`config.mk`:
```
export PLATFORM = sky130hd
export DESIGN_NAME = match_controller
export DESIGN_NICKNAME = d
export VERILOG_FILES = /design/src/rtl/match_controller.sv
export SDC_FILE = /design/constraint.sdc
export NUM_CORES = 1
export LEC_CHECK = 0
export CORE_AREA = 3 3 254 256
export CTS_BUF_LIST = sky130_fd_sc_hd__clkbuf_8
export DETAILED_ROUTE_END_ITERATION = 10
export DIE_AREA = 0 0 257 259
export PLACE_DENSITY_LB_ADDON = 0.08
export SLEW_MARGIN = 10
export SYNTH_ARGS = -nofsm -noshare
export SYNTH_HDL_FRONTEND = slang
export SYNTH_SLANG_ARGS = --single-unit
export TNS_END_PERCENT = 1
```
`constraint.sdc`:
```
create_clock -name clk -period 35.2 [get_ports clk]
set_input_delay 7.04 -clock clk [delete_from_list [all_inputs] [get_ports clk]]
set_output_delay 7.04 -clock clk [all_outputs]
set_load 0.02 [all_outputs]
```
`src/rtl/match_controller.sv`:
```
// Quidditch match sequencer: goal detection, kickoff hold/release, scores,
// match clock and game-over for the ball datapath and score overlay.
module match_controller #(
    parameter int unsigned GOAL_RADIUS     = 20,
    parameter int unsigned BALL_RADIUS     = 8,
    parameter int unsigned TICK_DIV        = 25000000,
    parameter int unsigned SERVE_TICKS     = 3,
    parameter int unsigned GOAL_HOLD_TICKS = 2,
    parameter int unsigned WIN_SCORE       = 5,
    parameter int unsigned MATCH_TICKS     = 120
) (
    input  logic       clk,
    input  logic       rst,
    input  logic       start_btn,
    input  logic [9:0] ball_x,
    input  logic [9:0] ball_y,
    output logic       ball_hold,
    output logic       game_on,
    output logic       serve_to_team,
    output logic [3:0] score_team1,
    output logic [3:0] score_team2,
    output logic [7:0] time_left,
    output logic [1:0] goal_flash,
    output logic       game_over,
    output logic [2:0] state_dbg
);

    typedef enum logic [2:0] {
        S_IDLE  = 3'd0,
        S_SERVE = 3'd1,
        S_PLAY  = 3'd2,
        S_GOAL  = 3'd3,
        S_OVER  = 3'd4
    } state_t;

    localparam int unsigned TICK_W = (TICK_DIV > 1) ? $clog2(TICK_DIV) : 1;
    localparam int unsigned SUB_W  = 8;
    localparam int unsigned D_W    = 11;
    localparam int unsigned SQ_W   = 22;
    localparam int unsigned SUM_W  = 23;
    localparam int unsigned HIT_R  = GOAL_RADIUS - BALL_RADIUS;
    localparam logic [SUM_W-1:0] HIT_R2 = SUM_W'(HIT_R * HIT_R);

    localparam logic [9:0] HOOP_X0 = 10'd300;
    localparam logic [9:0] HOOP_X1 = 10'd400;
    localparam logic [9:0] HOOP_X2 = 10'd500;
    localparam logic [9:0] RED_Y   = 10'd100;
    localparam logic [9:0] BLUE_Y  = 10'd450;

    // Strict inside-circle test of the ball centre against one hoop.
    function automatic logic hoop_hit(input logic [9:0] bx, input logic [9:0] by,
                                      input logic [9:0] hx, input logic [9:0] hy);
        logic signed [D_W-1:0] dx;
        logic signed [D_W-1:0] dy;
        logic [D_W-1:0]        ax;
        logic [D_W-1:0]        ay;
        logic [SQ_W-1:0]       sx;
        logic [SQ_W-1:0]       sy;
        logic [SUM_W-1:0]      sum;
        dx  = $signed({1'b0, bx}) - $signed({1'b0, hx});
        dy  = $signed({1'b0, by}) - $signed({1'b0, hy});
        ax  = dx[D_W-1] ? D_W'(-dx) : D_W'(dx);
        ay  = dy[D_W-1] ? D_W'(-dy) : D_W'(dy);
        sx  = SQ_W'(ax) * SQ_W'(ax);
        sy  = SQ_W'(ay) * SQ_W'(ay);
        sum = SUM_W'(sx) + SUM_W'(sy);
        return sum < HIT_R2;
    endfunction

    state_t             state, state_n;
    logic [TICK_W-1:0]  tick_cnt;
    logic [SUB_W-1:0]   sub_cnt;
    logic               start_q;
    logic               start_armed;
    logic               goal1_q, goal2_q;

    logic               tick_c, start_rise_c, red_hit_c, blue_hit_c, win_c;
    logic [7:0]         time_dec_c;
    logic               hold_n, on_n, over_n, serve_n;
    logic [3:0]         s1_n, s2_n;
    logic [7:0]         time_n;
    logic [1:0]         flash_n;

    assign red_hit_c  = hoop_hit(ball_x, ball_y, HOOP_X0, RED_Y)
                      | hoop_hit(ball_x, ball_y, HOOP_X1, RED_Y)
                      | hoop_hit(ball_x, ball_y, HOOP_X2, RED_Y);
    assign blue_hit_c = hoop_hit(ball_x, ball_y, HOOP_X0, BLUE_Y)
                      | hoop_hit(ball_x, ball_y, HOOP_X1, BLUE_Y)
                      | hoop_hit(ball_x, ball_y, HOOP_X2, BLUE_Y);

    // A button held through reset must be released before it can start a match.
    assign start_rise_c = start_btn & ~start_q & start_armed;
    assign tick_c       = (tick_cnt == TICK_W'(TICK_DIV - 1));
    assign time_dec_c   = (time_left != 8'd0) ? time_left - 8'd1 : 8'd0;
    assign win_c        = (score_team1 >= 4'(WIN_SCORE)) || (score_team2 >= 4'(WIN_SCORE));
    assign state_dbg    = state;

    always_comb begin
        state_n = state;
        serve_n = serve_to_team;
        s1_n    = score_team1;
        s2_n    = score_team2;
        time_n  = time_left;
        flash_n = goal_flash;
        case (state)
            S_IDLE, S_OVER: begin
                if (start_rise_c) begin
                    state_n = S_SERVE;
                    serve_n = 1'b0;
                    s1_n    = 4'd0;
                    s2_n    = 4'd0;
                    time_n  = 8'(MATCH_TICKS);
                    flash_n = 2'b00;
                end
            end
            S_SERVE: begin
                if (tick_c && (sub_cnt == SUB_W'(SERVE_TICKS - 1)))
                    state_n = S_PLAY;
            end
            S_PLAY: begin
                if (tick_c)
                    time_n = time_dec_c;
                // Team1 wins a simultaneous double hit; the conceding side gets the kickoff.
                if (goal1_q) begin
                    state_n = S_GOAL;
                    s1_n    = (score_team1 == 4'd15) ? score_team1 : score_team1 + 4'd1;
                    flash_n = 2'b01;
                    serve_n = 1'b1;
                end else if (goal2_q) begin
                    state_n = S_GOAL;
                    s2_n    = (score_team2 == 4'd15) ? score_team2 : score_team2 + 4'd1;
                    flash_n = 2'b10;
                    serve_n = 1'b0;
                end else if (time_n == 8'd0) begin
                    state_n = S_OVER;
                end
            end
            S_GOAL: begin
                if (tick_c && (sub_cnt == SUB_W'(GOAL_HOLD_TICKS - 1))) begin
                    flash_n = 2'b00;
                    state_n = (win_c || (time_left == 8'd0)) ? S_OVER : S_SERVE;
                end
            end
            default: state_n = S_IDLE;
        endcase
        hold_n = (state_n != S_PLAY);
        on_n   = (state_n == S_PLAY);
        over_n = (state_n == S_OVER);
    end

    always_ff @(posedge clk) begin
        if (rst) begin
            state         <= S_IDLE;
            tick_cnt      <= '0;
            sub_cnt       <= '0;
            start_q       <= 1'b0;
            start_armed   <= 1'b0;
            goal1_q       <= 1'b0;
            goal2_q       <= 1'b0;
            ball_hold     <= 1'b1;
            game_on       <= 1'b0;
            serve_to_team <= 1'b0;
            score_team1   <= 4'd0;
            score_team2   <= 4'd0;
            time_left     <= 8'(MATCH_TICKS);
            goal_flash    <= 2'b00;
            game_over     <= 1'b0;
        end else begin
            state       <= state_n;
            start_q     <= start_btn;
            start_armed <= start_armed | ~start_btn;
            goal1_q     <= (state == S_PLAY) & red_hit_c;
            goal2_q     <= (state == S_PLAY) & blue_hit_c;
            // Tick timing restarts on every state change.
            if (state_n != state) begin
                tick_cnt <= '0;
                sub_cnt  <= '0;
            end else if (tick_c) begin
                tick_cnt <= '0;
                sub_cnt  <= sub_cnt + SUB_W'(1);
            end else begin
                tick_cnt <= tick_cnt + TICK_W'(1);
            end
            ball_hold     <= hold_n;
            game_on       <= on_n;
            game_over     <= over_n;
            serve_to_team <= serve_n;
            score_team1   <= s1_n;
            score_team2   <= s2_n;
            time_left     <= time_n;
            goal_flash    <= flash_n;
        end
    end

endmodule

```
# Yosys cells after proc, flatten, opt, wreduce, memory -nomap -nowiden
# Cells that the tools add are included.
[classes]
add_sub_neg = 21
mul = 5
n_lt_le_gt_ge = 8
eq_ne = 21
muxes = 35
n_bitwise = 11
n_reduce_logical = 18
[ops]
columns = ["operator", "n"]
rows = [
  ["adder 22 x 22 -> 23 bit", 6],
  ["less-than comparator 23 x 8 -> 1 bit, second input constant", 6],
  ["multiplier 11 x 11 -> 22 bit", 5],
  ["2-to-1 mux 11 bit", 5],
  ["negator 11 bit", 5],
  ["subtractor 10 x 9 -> 11 bit, second input constant", 4],
  ["2-to-1 mux 8 bit", 4],
  ["adder 25 x 1 -> 25 bit, second input constant", 1],
  ["== test 25 bit, second input constant", 1],
  ["2-to-1 mux 4 bit", 6],
  ["2-to-1 mux 3 bit", 7],
  ["zero test 8 bit", 2],
  ["one-hot mux 4 bit (2 select lines)", 2],
  ["one-hot mux 8 bit (2 select lines)", 1],
  ["!= test 2 bit, second input constant", 7],
  ["one-hot mux 3 bit (4 select lines)", 1],
  ["subtractor 10 x 7 -> 11 bit, second input constant", 1],
  ["== test 3 x 2 -> 1 bit, second input constant", 3],
  ["adder 4 x 1 -> 4 bit, second input constant", 2],
  ["adder 8 x 1 -> 8 bit, second input constant", 1],
  ["== test 4 bit, second input constant", 2],
  ["== test 8 x 1 -> 1 bit, second input constant", 1],
  ["== test 8 x 2 -> 1 bit, second input constant", 1],
  ["greater-or-equal comparator 4 x 3 -> 1 bit, second input constant", 2],
  ["25 further kinds", 43],
]
[word_totals]
register_bits = 62
in_bits = 23
output_inout_bits = 25
wordCells = 134

# Depth between registers and ports, before layout
# Gate-level depths: netlist of the first run.
[logic_depth]
depth_word = 11
depth_mapped = 41
depth_no_buf = 40

# Worst setup path after synthesis of the first run
# OpenSTA, ideal clock, no wires.
[synth_path]
path_kind = "input-to-reg"
startpoint = "input port ball_y[1]"
endpoint = "register goal2_q"
setup_ps = 95
t_arrival_ps = 15807
required_time_ps = 35105
setup_slack_ps = 19298
path_stages = 39
path_buffers = 1
cell_sequence = "clkbuf_1 inv_1 ha_1 xnor2_1 nand2_1 nor4_1 nor2_1 xnor2_1 nand2_1 fa_1 inv_1 fa_1 inv_1 fa_1 inv_1 fa_1 inv_1 fa_1 (+3 left out) o21ai_0 a211oi_1 nor2_1 o41a_1 a41o_1 nor2_1 xnor2_1 ha_1 nand3b_1 o21ai_0 nor4_1 o2111ai_1 a311oi_1 o2111ai_1 nor4_1 nand4_1 or4_1 o311ai_1"
[synth_via]
elab_chain_cells = 9
word_cells_on_any_way = 13
classes_between = "add/sub (5); mul (1); order compare (3); mux (1); bitwise (3)"
[synth_rtl]
columns = ["element", "line_no", "source"]
rows = [
  ["start: declaration", "16", "input logic [9:0] ball_y,"],
  ["subtractor 10 x 9 -> 11 bit *", "61", "dy = $signed({1'b0, by}) - $signed({1'b0, hy});"],
  ["negator 11 bit", "63", "ay = dy[D_W-1] ? D_W'(-dy) : D_W'(dy);"],
  ["2-to-1 mux 11 bit *", "63", ""],
  ["multiplier 11 x 11 -> 22 bit *", "65", "sy = SQ_W'(ay) * SQ_W'(ay);"],
  ["adder 22 x 22 -> 23 bit", "66", "sum = SUM_W'(sx) + SUM_W'(sy);"],
  ["less-than comparator 23 x 8 -> 1 bit", "67", "return sum < HIT_R2;"],
  ["bitwise OR 1 bit", "88", "| hoop_hit(ball_x, ball_y, HOOP_X1, BLUE_Y)"],
  ["bitwise OR 1 bit *", "89", "| hoop_hit(ball_x, ball_y, HOOP_X2, BLUE_Y);"],
  ["bitwise AND 1 bit *", "173", "goal2_q <= (state == S_PLAY) & blue_hit_c;"],
  ["end signal: assignment", "173", ""],
  ["end: declaration", "75", "logic goal1_q, goal2_q;"],
]
# Mark *: on every way between the ends. The rest lies on a longest branch, timed or not.
# A chain may end at the register's enable or synchronous reset.

# Worst setup path in the final report of the first run
[layout_path]
startpoint = "input port ball_x[2]"
endpoint = "register goal1_q"
[layout_via]
elab_chain_cells = 9
word_cells_on_any_way = 21
classes_between = "add/sub (9); mul (3); order compare (3); mux (3); bitwise (3)"
[layout_rtl]
columns = ["element", "line_no", "source"]
rows = [
  ["start: declaration", "15", "input logic [9:0] ball_x,"],
  ["subtractor 10 x 9 -> 11 bit", "60", "dx = $signed({1'b0, bx}) - $signed({1'b0, hx});"],
  ["negator 11 bit", "62", "ax = dx[D_W-1] ? D_W'(-dx) : D_W'(dx);"],
  ["2-to-1 mux 11 bit", "62", ""],
  ["multiplier 11 x 11 -> 22 bit", "64", "sx = SQ_W'(ax) * SQ_W'(ax);"],
  ["adder 22 x 22 -> 23 bit", "66", ""],
  ["less-than comparator 23 x 8 -> 1 bit", "67", ""],
  ["bitwise OR 1 bit", "85", "| hoop_hit(ball_x, ball_y, HOOP_X1, RED_Y)"],
  ["bitwise OR 1 bit *", "86", "| hoop_hit(ball_x, ball_y, HOOP_X2, RED_Y);"],
  ["bitwise AND 1 bit *", "172", "goal1_q <= (state == S_PLAY) & red_hit_c;"],
  ["end signal: assignment", "172", ""],
  ["end: declaration", "75", ""],
]
# Marks and branches as above.

==> flow_summary.ini, run 1 <==
[route]
drt_wl_total_um = 69400
ant_nets = 0
routed_via_density = 5.23
drt-wirelength-per-cell_um = 16.7
drt_first_pass_iters = 5
drc = 0
drtIter0Drc = 1191
via_count = 21796

[sta]
fin_crit_sh = 0.511
tightest_slew_ns = 1.12
period_minus_slack_ns = 18.00
hold_slack_ns = 0.449
setup_viol = 0
setup_ws_ns = 17.20
timing_hold_violations_final = 0
finalSetupTns_ns = 0
maxSlewViolCount = 0
fin_skew_ns = 0.0113
rsz0062_at_grt = false
slew_headroom = 0.247
fmax_ghz = 0.0556

[synthesis]
synth_mux_area_frac = 0.0103
synth_cell_type_count = 94
syn_area_sq_um = 25600
synthSimpleGateAreaFrac = 0.184
ys_async_sr_fraction = 0
synth-seq-area-share = 0.0485
synth_edf_count = 0
synthFlopType = dfxtp_1
yosys.area_share.adder = 0.439
yosys.area_share.xor_xnor = 0.0701
postSynthAreaPerCell_sq_um = 8.02
syn_inst = 3194
ys_ff_latch = 62
synth_top_family_by_area = adder cells
synth_compound_area_frac = 0.152
ys_warn_count = 0

[clock_network]
root_buffer = clkbuf_8
clock_path_buffers = 2
cts_sinks = 62
post-cts-setup-buffers = 0
worstSkewPairLatency_ns = 0.36
cts_tree = done
h-tree-depth = 3
ctsResizeCount = 0
cts-buffers-inserted = 9
cts.hold.buffers_added = 0
clk_pin_slew_ns = 0.08

[global_route]
grt_overflow = 0
antenna_found_initial = 0
grt_pass1_vias = 22095
track_usage = 0.212
grt_pass1_wl_um = 116000
grt_max_degree = 26

[final_layout]
fillers = 6430
area_delta_synth_final_pct = 7.73
nets = 4043
finish.utilization = 0.440
layout_common_cells = inv_1 (592), ha_1 (389), fa_1 (318), nor2_1 (297), nand2_1 (267)
layout-drive-gt1-share = 0.0347
final_common_cell = inv_1
num_antenna_cells = 0

[setup_path]
crit_required_ns = 35.50
crit_type = in2reg
crit-reg2reg-launch = tick_cnt[8]
start_kind = input port
cp.arrival_ns = 18.30
path_common_cell = inv_1
critPathMaxStageDelay_ns = 0.79
critPathLaunch = ball_x[2]
critPathMaxFanout = 10
crit_slowest_cell = a2111oi_0
critPathCaptureType = flop

[placement]
portBuffers = 47
dp_hpwl_um = 60700
pre_cts_ws_ns = 16.99
gp_congestion = 0.893

[die]
dieArea_sq_um = 66600
die_x_um = 257
fp.dieH_um = 259
start_util = 0.408
std_cell_rows = 92
io_pins = 48
core_sq_um = 62700

[worst_hold_path]
hold_start = start_armed
min_path_type = reg2reg

[outcome]
status = completed

[flow_run]
max-cap-violations = 0
==> worst max-delay path, delay by kind of cell <==
| kind | cells | cell delay, ns |
|---|---|---|
| AO/OA/AOI/OAI | 17 | 4.70 |
| XOR/XNOR | 1 | 0.74 |
| adder cells (fa/ha/maj) | 7 | 3.36 |
| buffers and inverters | 7 | 1.20 |
| AND/OR/NAND/NOR | 3 | 1.23 |
==> final timing paths <==
path              cells after the start            to  slack (ns)
hold / removal                        2   start_armed        0.45
setup reg to reg                     10  tick_cnt[18]       31.34
hold reg to reg                       2   start_armed        0.45
setup / recovery                     35       goal1_q       17.20
==> state kept, by name, summed over array words and instances, names as in the netlist <==
signal and count:
tick_cnt 25, sub_cnt 8, time_left 8, score_team1 4, score_team2 4, state_dbg 3
goal_flash 2, ball_hold 1, game_on 1, game_over 1, goal1_q 1, goal2_q 1
serve_to_team 1, start_armed 1, start_q 1
==> synthesized netlist by cell type, types with 16 or more instances <==
cell type	n	area, sq um
and3_1	29	181
nor2_4	18	203
nor2_1	297	1110
nor3_1	57	285
a21o_1	66	495
inv_1	591	2220
and2_1	41	257
clkbuf_1	34	128
nand2b_1	27	169
o21a_1	23	173
a31oi_1	40	250
nor2b_1	29	181
dfxtp_1	62	1240
fa_1	318	6370
xor2_1	85	744
ha_1	389	4870
nand3_1	61	305
xnor2_1	120	1050
a21oi_1	162	811
nand2_1	267	1000
or3_1	16	100
mux2i_1	17	170
nand4_1	30	188
o21ai_0	110	551
o211ai_1	16	120
a211oi_1	19	143
nand3b_1	18	135
==> final cells by class <==
| class | instances | area [sq um] | share of cell area |
|---|---|---|---|
| Multi-Input combinational cell | 2570 | 22200 | 0.805 |
| Inverter | 596 | 2240 | 0.0811 |
| Sequential cell | 62 | 1240 | 0.0450 |
| Tap cell | 846 | 1060 | 0.0384 |
| Timing Repair Buffer | 74 | 673 | 0.0244 |
| Clock buffer | 10 | 138 | 0.00499 |
| Clock inverter | 6 | 37.5 | 0.00136 |
==> metal layers <==
metal | up-vias | wire [um] | track usage
met1 | 10535 | 33300 | 0.298
met3 | 69 | 2640 | 0.0158
li1 | 10762 | - | -
met2 | 430 | 32200 | 0.361
met4 | 0 | 1360 | 0.0378
met5 | - | 0 | 0
==> stage by stage <==
step                instances  area [sq um]
floorplan                3275         25900
global placement         4148         27400
detailed placement       4148         27400
CTS                      4164         27600
global route             4164         27600
finish                   4164         27600
==> cells by family after synthesis <==
logic type,Yosys count
mux,25
xor+xnor,205
buf+inv,643
fa+ha+maj,707
flops,62
other cells,2
compound gates,589
simple gates,961
Power of run 1 is not shown: default switching activity piles up to over one toggle a cycle in this logic, so the estimate is an artifact.
==> inputs of run 2 (changes only) <==
==> constraint.sdc (replaced) <==
create_clock -name clk -period 16 [get_ports clk]
set_input_delay 3.2 -clock clk [delete_from_list [all_inputs] [get_ports clk]]
set_output_delay 3.2 -clock clk [all_outputs]
set_load 0.02 [all_outputs]
==> flow_summary.ini, run 2 (synthesized netlist as in run 1, its figures left out) <==
[outcome]
status = completed

[die]
dieArea_sq_um = 66600
die_x_um = 257
fp.dieH_um = 259
core_sq_um = 62700
std_cell_rows = 92
start_util = 0.408
io_pins = 48

[setup_path]
start_kind = input port
critPathMaxFanout = 10
crit_type = in2reg
r2r_slack_ns = 12.18
reg2reg_to = tick_cnt[19]
rr_worst_depth = 11
path_common_cell = inv_1
cp.arrival_ns = 14.21
crit_slowest_cell = xnor2_1
crit-reg2reg-launch = tick_cnt[0]
critPathMaxStageDelay_ns = 0.92
critPathCaptureType = flop
crit_required_ns = 16.31

[global_route]
grt_pass1_vias = 22145
antenna_found_initial = 0
grt_pass1_wl_um = 116000
grt_max_degree = 26
grt_overflow = 0
track_usage = 0.213

[worst_hold_path]
min_path_type = reg2reg
hold_start = start_armed
min_to = start_armed
worstHoldPathCells = 2

[final_layout]
final_common_cell = inv_1
design_area_sq_um = 27600
regMostFlops = tick_cnt
top_regs = tick_cnt: 25 flops, sub_cnt: 8 flops, time_left: 8 flops
num_antenna_cells = 0
layout_common_cells = inv_1 (592), ha_1 (389), fa_1 (318), nor2_1 (297), nand2_1 (267)
largest_reg_flops = 25
multi_input_area_sq_um = 22200
finalNonFillerCells = 4160
layout-drive-gt1-share = 0.0335
nets = 4039
area_delta_synth_final_pct = 7.61
seq_area_sq_um = 1240
fillers = 6338

[sta]
tightest_slew_ns = 1.18
finalSetupTns_ns = 0
rsz0062_at_grt = false
fmax_ghz = 0.0720
fin_skew_ns = 0.0191
setup_viol = 0
slew_headroom = 0.206
period_minus_slack_ns = 13.90
timing_hold_violations_final = 0
maxSlewViolCount = 0
fin_crit_sh = 0.869

[placement]
dpl_cell_area_sq_um = 27400
portBuffers = 47
dpl.cell_count = 4144
gp_congestion = 0.952
dp_hpwl_um = 60600

[clock_network]
worstSkewPairLatency_ns = 0.36
ctsResizeCount = 0
cts.hold.buffers_added = 0
clk_pin_slew_ns = 0.09
post-cts-setup-buffers = 0
cts_tree = done
h-tree-depth = 3
cts_sinks = 62
cts-buffers-inserted = 9
clock_path_buffers = 2
root_buffer = clkbuf_8

[flow_run]
max-cap-violations = 0

[route]
ant_nets = 0
drt-wirelength-per-cell_um = 16.9
drt_wl_total_um = 70300
drtIter0Drc = 1290
routed_via_density = 5.25
drc = 0
drt_first_pass_iters = 5
via_count = 21857
==> run 2: changes by cell type in the layout (fill, tap and decap cells not counted), sizes merged <==
cell,delta
buf,-4
==> run 2: metrics by stage <==
step	hold slack [ns]	setup WS [ns]	utilization
final	0.456	2.10	0.439
after global routing	0.499	1.39	0.439
after CTS	0.463	2.21	0.439
after detailed placement	0.451	1.85	0.436
after global placement	0.435	1.81	0.436
after floorplan	0.426	3.94	-
==> run 2: worst max-delay path by stage <==
stage | to | slack, ns | cells past startpoint | start
CTS | goal1_q | 2.21 | 35 | ball_x[2]
global placement | goal1_q | 1.81 | 35 | ball_x[2]
floorplan | goal2_q | 3.94 | 39 | ball_y[1]
detailed placement | goal1_q | 1.85 | 35 | ball_x[2]
global route | goal1_q | 1.39 | 35 | ball_x[2]
finish | goal1_q | 2.10 | 35 | ball_x[2]
==> run 2: metal layers <==
layer,up-vias,wire length [um],track usage,part of all wire
li1,10745,-,-,-
met1,10557,34100,0.306,0.48
met2,485,32400,0.358,0.46
met3,70,2680,0.0139,0.038
met4,0,1210,0.0370,0.017
met5,-,0,0,0
==> run 2: critical path, delay by kind of cell <==
family,cells,cell delay [ns]
and+or+nand+nor,4,1.27
xor gates and xnor gates,1,0.92
adders and majority gates,7,3.31
buffers and inverters,7,1.25
AOI/OAI and AO/OA,16,4.19
==> run 2: cell type report <==
| class | instances | share of cell area |
|---|---|---|
| clock buffer | 10 | 0.00499 |
| clock inverter | 6 | 0.00136 |
| inverter | 596 | 0.0812 |
| multi-input combinational | 2570 | 0.806 |
| sequential | 62 | 0.0450 |
| tap | 846 | 0.0384 |
| timing repair buffer | 70 | 0.0233 |
Power of run 2 is left out for the same reason.
==> inputs of run 3 (changes only) <==
--- a/config.mk
+++ b/config.mk
@@ -9,6 +9,7 @@
 export CTS_BUF_LIST = sky130_fd_sc_hd__clkbuf_8
 export DETAILED_ROUTE_END_ITERATION = 10
 export DIE_AREA = 0 0 257 259
+export GPL_ROUTABILITY_DRIVEN = 0
 export PLACE_DENSITY_LB_ADDON = 0.08
 export SLEW_MARGIN = 10
 export SYNTH_ARGS = -nofsm -noshare
==> flow_summary.ini, run 3 (synthesized netlist as in run 1, its figures left out) <==
[outcome]
status = completed

[setup_path]
cp.arrival_ns = 14.47
crit_buf_inv = 6
crit_required_ns = 16.30
critPathMaxFanout = 16
critPathCaptureType = flop
start_kind = input port
rr_worst_depth = 11
crit_family = compound AO/OA/AOI/OAI gates
critPathMaxStageDelay_ns = 1.01
crit_slowest_cell = clkdlybuf4s50_1
cp_num_cells = 34
crit_type = in2reg

[final_layout]
design_area_sq_um = 27500
layout_common_cells = inv_1 (592), ha_1 (389), fa_1 (318), nor2_1 (297), nand2_1 (267)
finalNonFillerCells = 4157
multi_input_area_sq_um = 22200
nets = 4036
fillers = 6301
layout-drive-gt1-share = 0.0326
num_antenna_cells = 0
area_delta_synth_final_pct = 7.53
largest_reg_flops = 25
finish.utilization = 0.439
final_common_cell = inv_1
seq_area_sq_um = 1240
regMostFlops = tick_cnt
top_regs = tick_cnt: 25 flops, sub_cnt: 8 flops, time_left: 8 flops

[route]
drt-wirelength-per-cell_um = 16.7
drt_wl_total_um = 69300
via_count = 21866
drc = 0
routed_via_density = 5.26
ant_nets = 0
drtIter0Drc = 1269
drt_first_pass_iters = 5

[placement]
portBuffers = 47
dp_hpwl_um = 59800
dpl_cell_area_sq_um = 27400
dpl.cell_count = 4141

[sta]
fin_skew_ns = 0.0201
finalSetupTns_ns = 0
period_minus_slack_ns = 14.16
tightest_slew_ns = 1.15
fin_crit_sh = 0.885
rsz0062_at_grt = false
setup_viol = 0
fmax_ghz = 0.0706
maxSlewViolCount = 0
slew_headroom = 0.230
timing_hold_violations_final = 0

[die]
die_x_um = 257
dieArea_sq_um = 66600
core_sq_um = 62700
io_pins = 48
fp.dieH_um = 259
std_cell_rows = 92
start_util = 0.408

[global_route]
grt_pass1_wl_um = 115000
grt_pass1_vias = 22116
antenna_found_initial = 0
grt_max_degree = 26
track_usage = 0.211
grt_overflow = 0

[clock_network]
post-cts-setup-buffers = 0
ctsResizeCount = 0
root_buffer = clkbuf_8
cts.hold.buffers_added = 0
clock_path_buffers = 2
cts_sinks = 62
cts-buffers-inserted = 9
h-tree-depth = 3
clk_pin_slew_ns = 0.08
worstSkewPairLatency_ns = 0.36
cts_tree = done

[flow_run]
max-cap-violations = 0

[worst_hold_path]
min_path_type = reg2reg
worstHoldPathCells = 2
## run 3: cell count changes in the layout (fill, tap and decap cells not counted), sizes merged
cell  change
buf       -3
## run 3: stage by stage
step	hold WS, ns	setup WS [ns]
after floorplan	0.426	3.94
after global placement	0.435	1.50
after detailed placement	0.446	1.49
after CTS	0.456	1.84
after global routing	0.484	1.07
final	0.452	1.84
## run 3: layout make-up
cell class,instances,share of cell area
Clock inverter,6,0.00136
Clock buffer,10,0.00500
Tap cell,846,0.0384
Multi-Input combinational cell,2570,0.806
Timing Repair Buffer,67,0.0225
Sequential cell,62,0.0451
Inverter,596,0.0813
## run 3: worst paths after layout
check                            startpoint            to  slack, ns
worst max-delay path              ball_x[0]       goal1_q       1.84
worst min-delay path            start_armed   start_armed       0.45
worst max register to register  tick_cnt[0]  tick_cnt[20]      12.18
worst min register to register  start_armed   start_armed       0.45
## run 3: worst min-delay path: cells and delay by family, from the launching register on
family,cells,cell delay [ns]
buffers and inverters,1,0.05
AO/OA/AOI/OAI,1,0.05
flip-flops,1,0.31
## run 3: routing by layer
layer / vias to the layer above / track usage / wire [um]
li1: 10753 / - / -
met1: 10538 / 0.297 / 33300
met2: 478 / 0.349 / 31300
met3: 97 / 0.0191 / 2950
met4: 0 / 0.0507 / 1750
met5: - / 0 / 0
Power of run 3 is left out for the same reason.
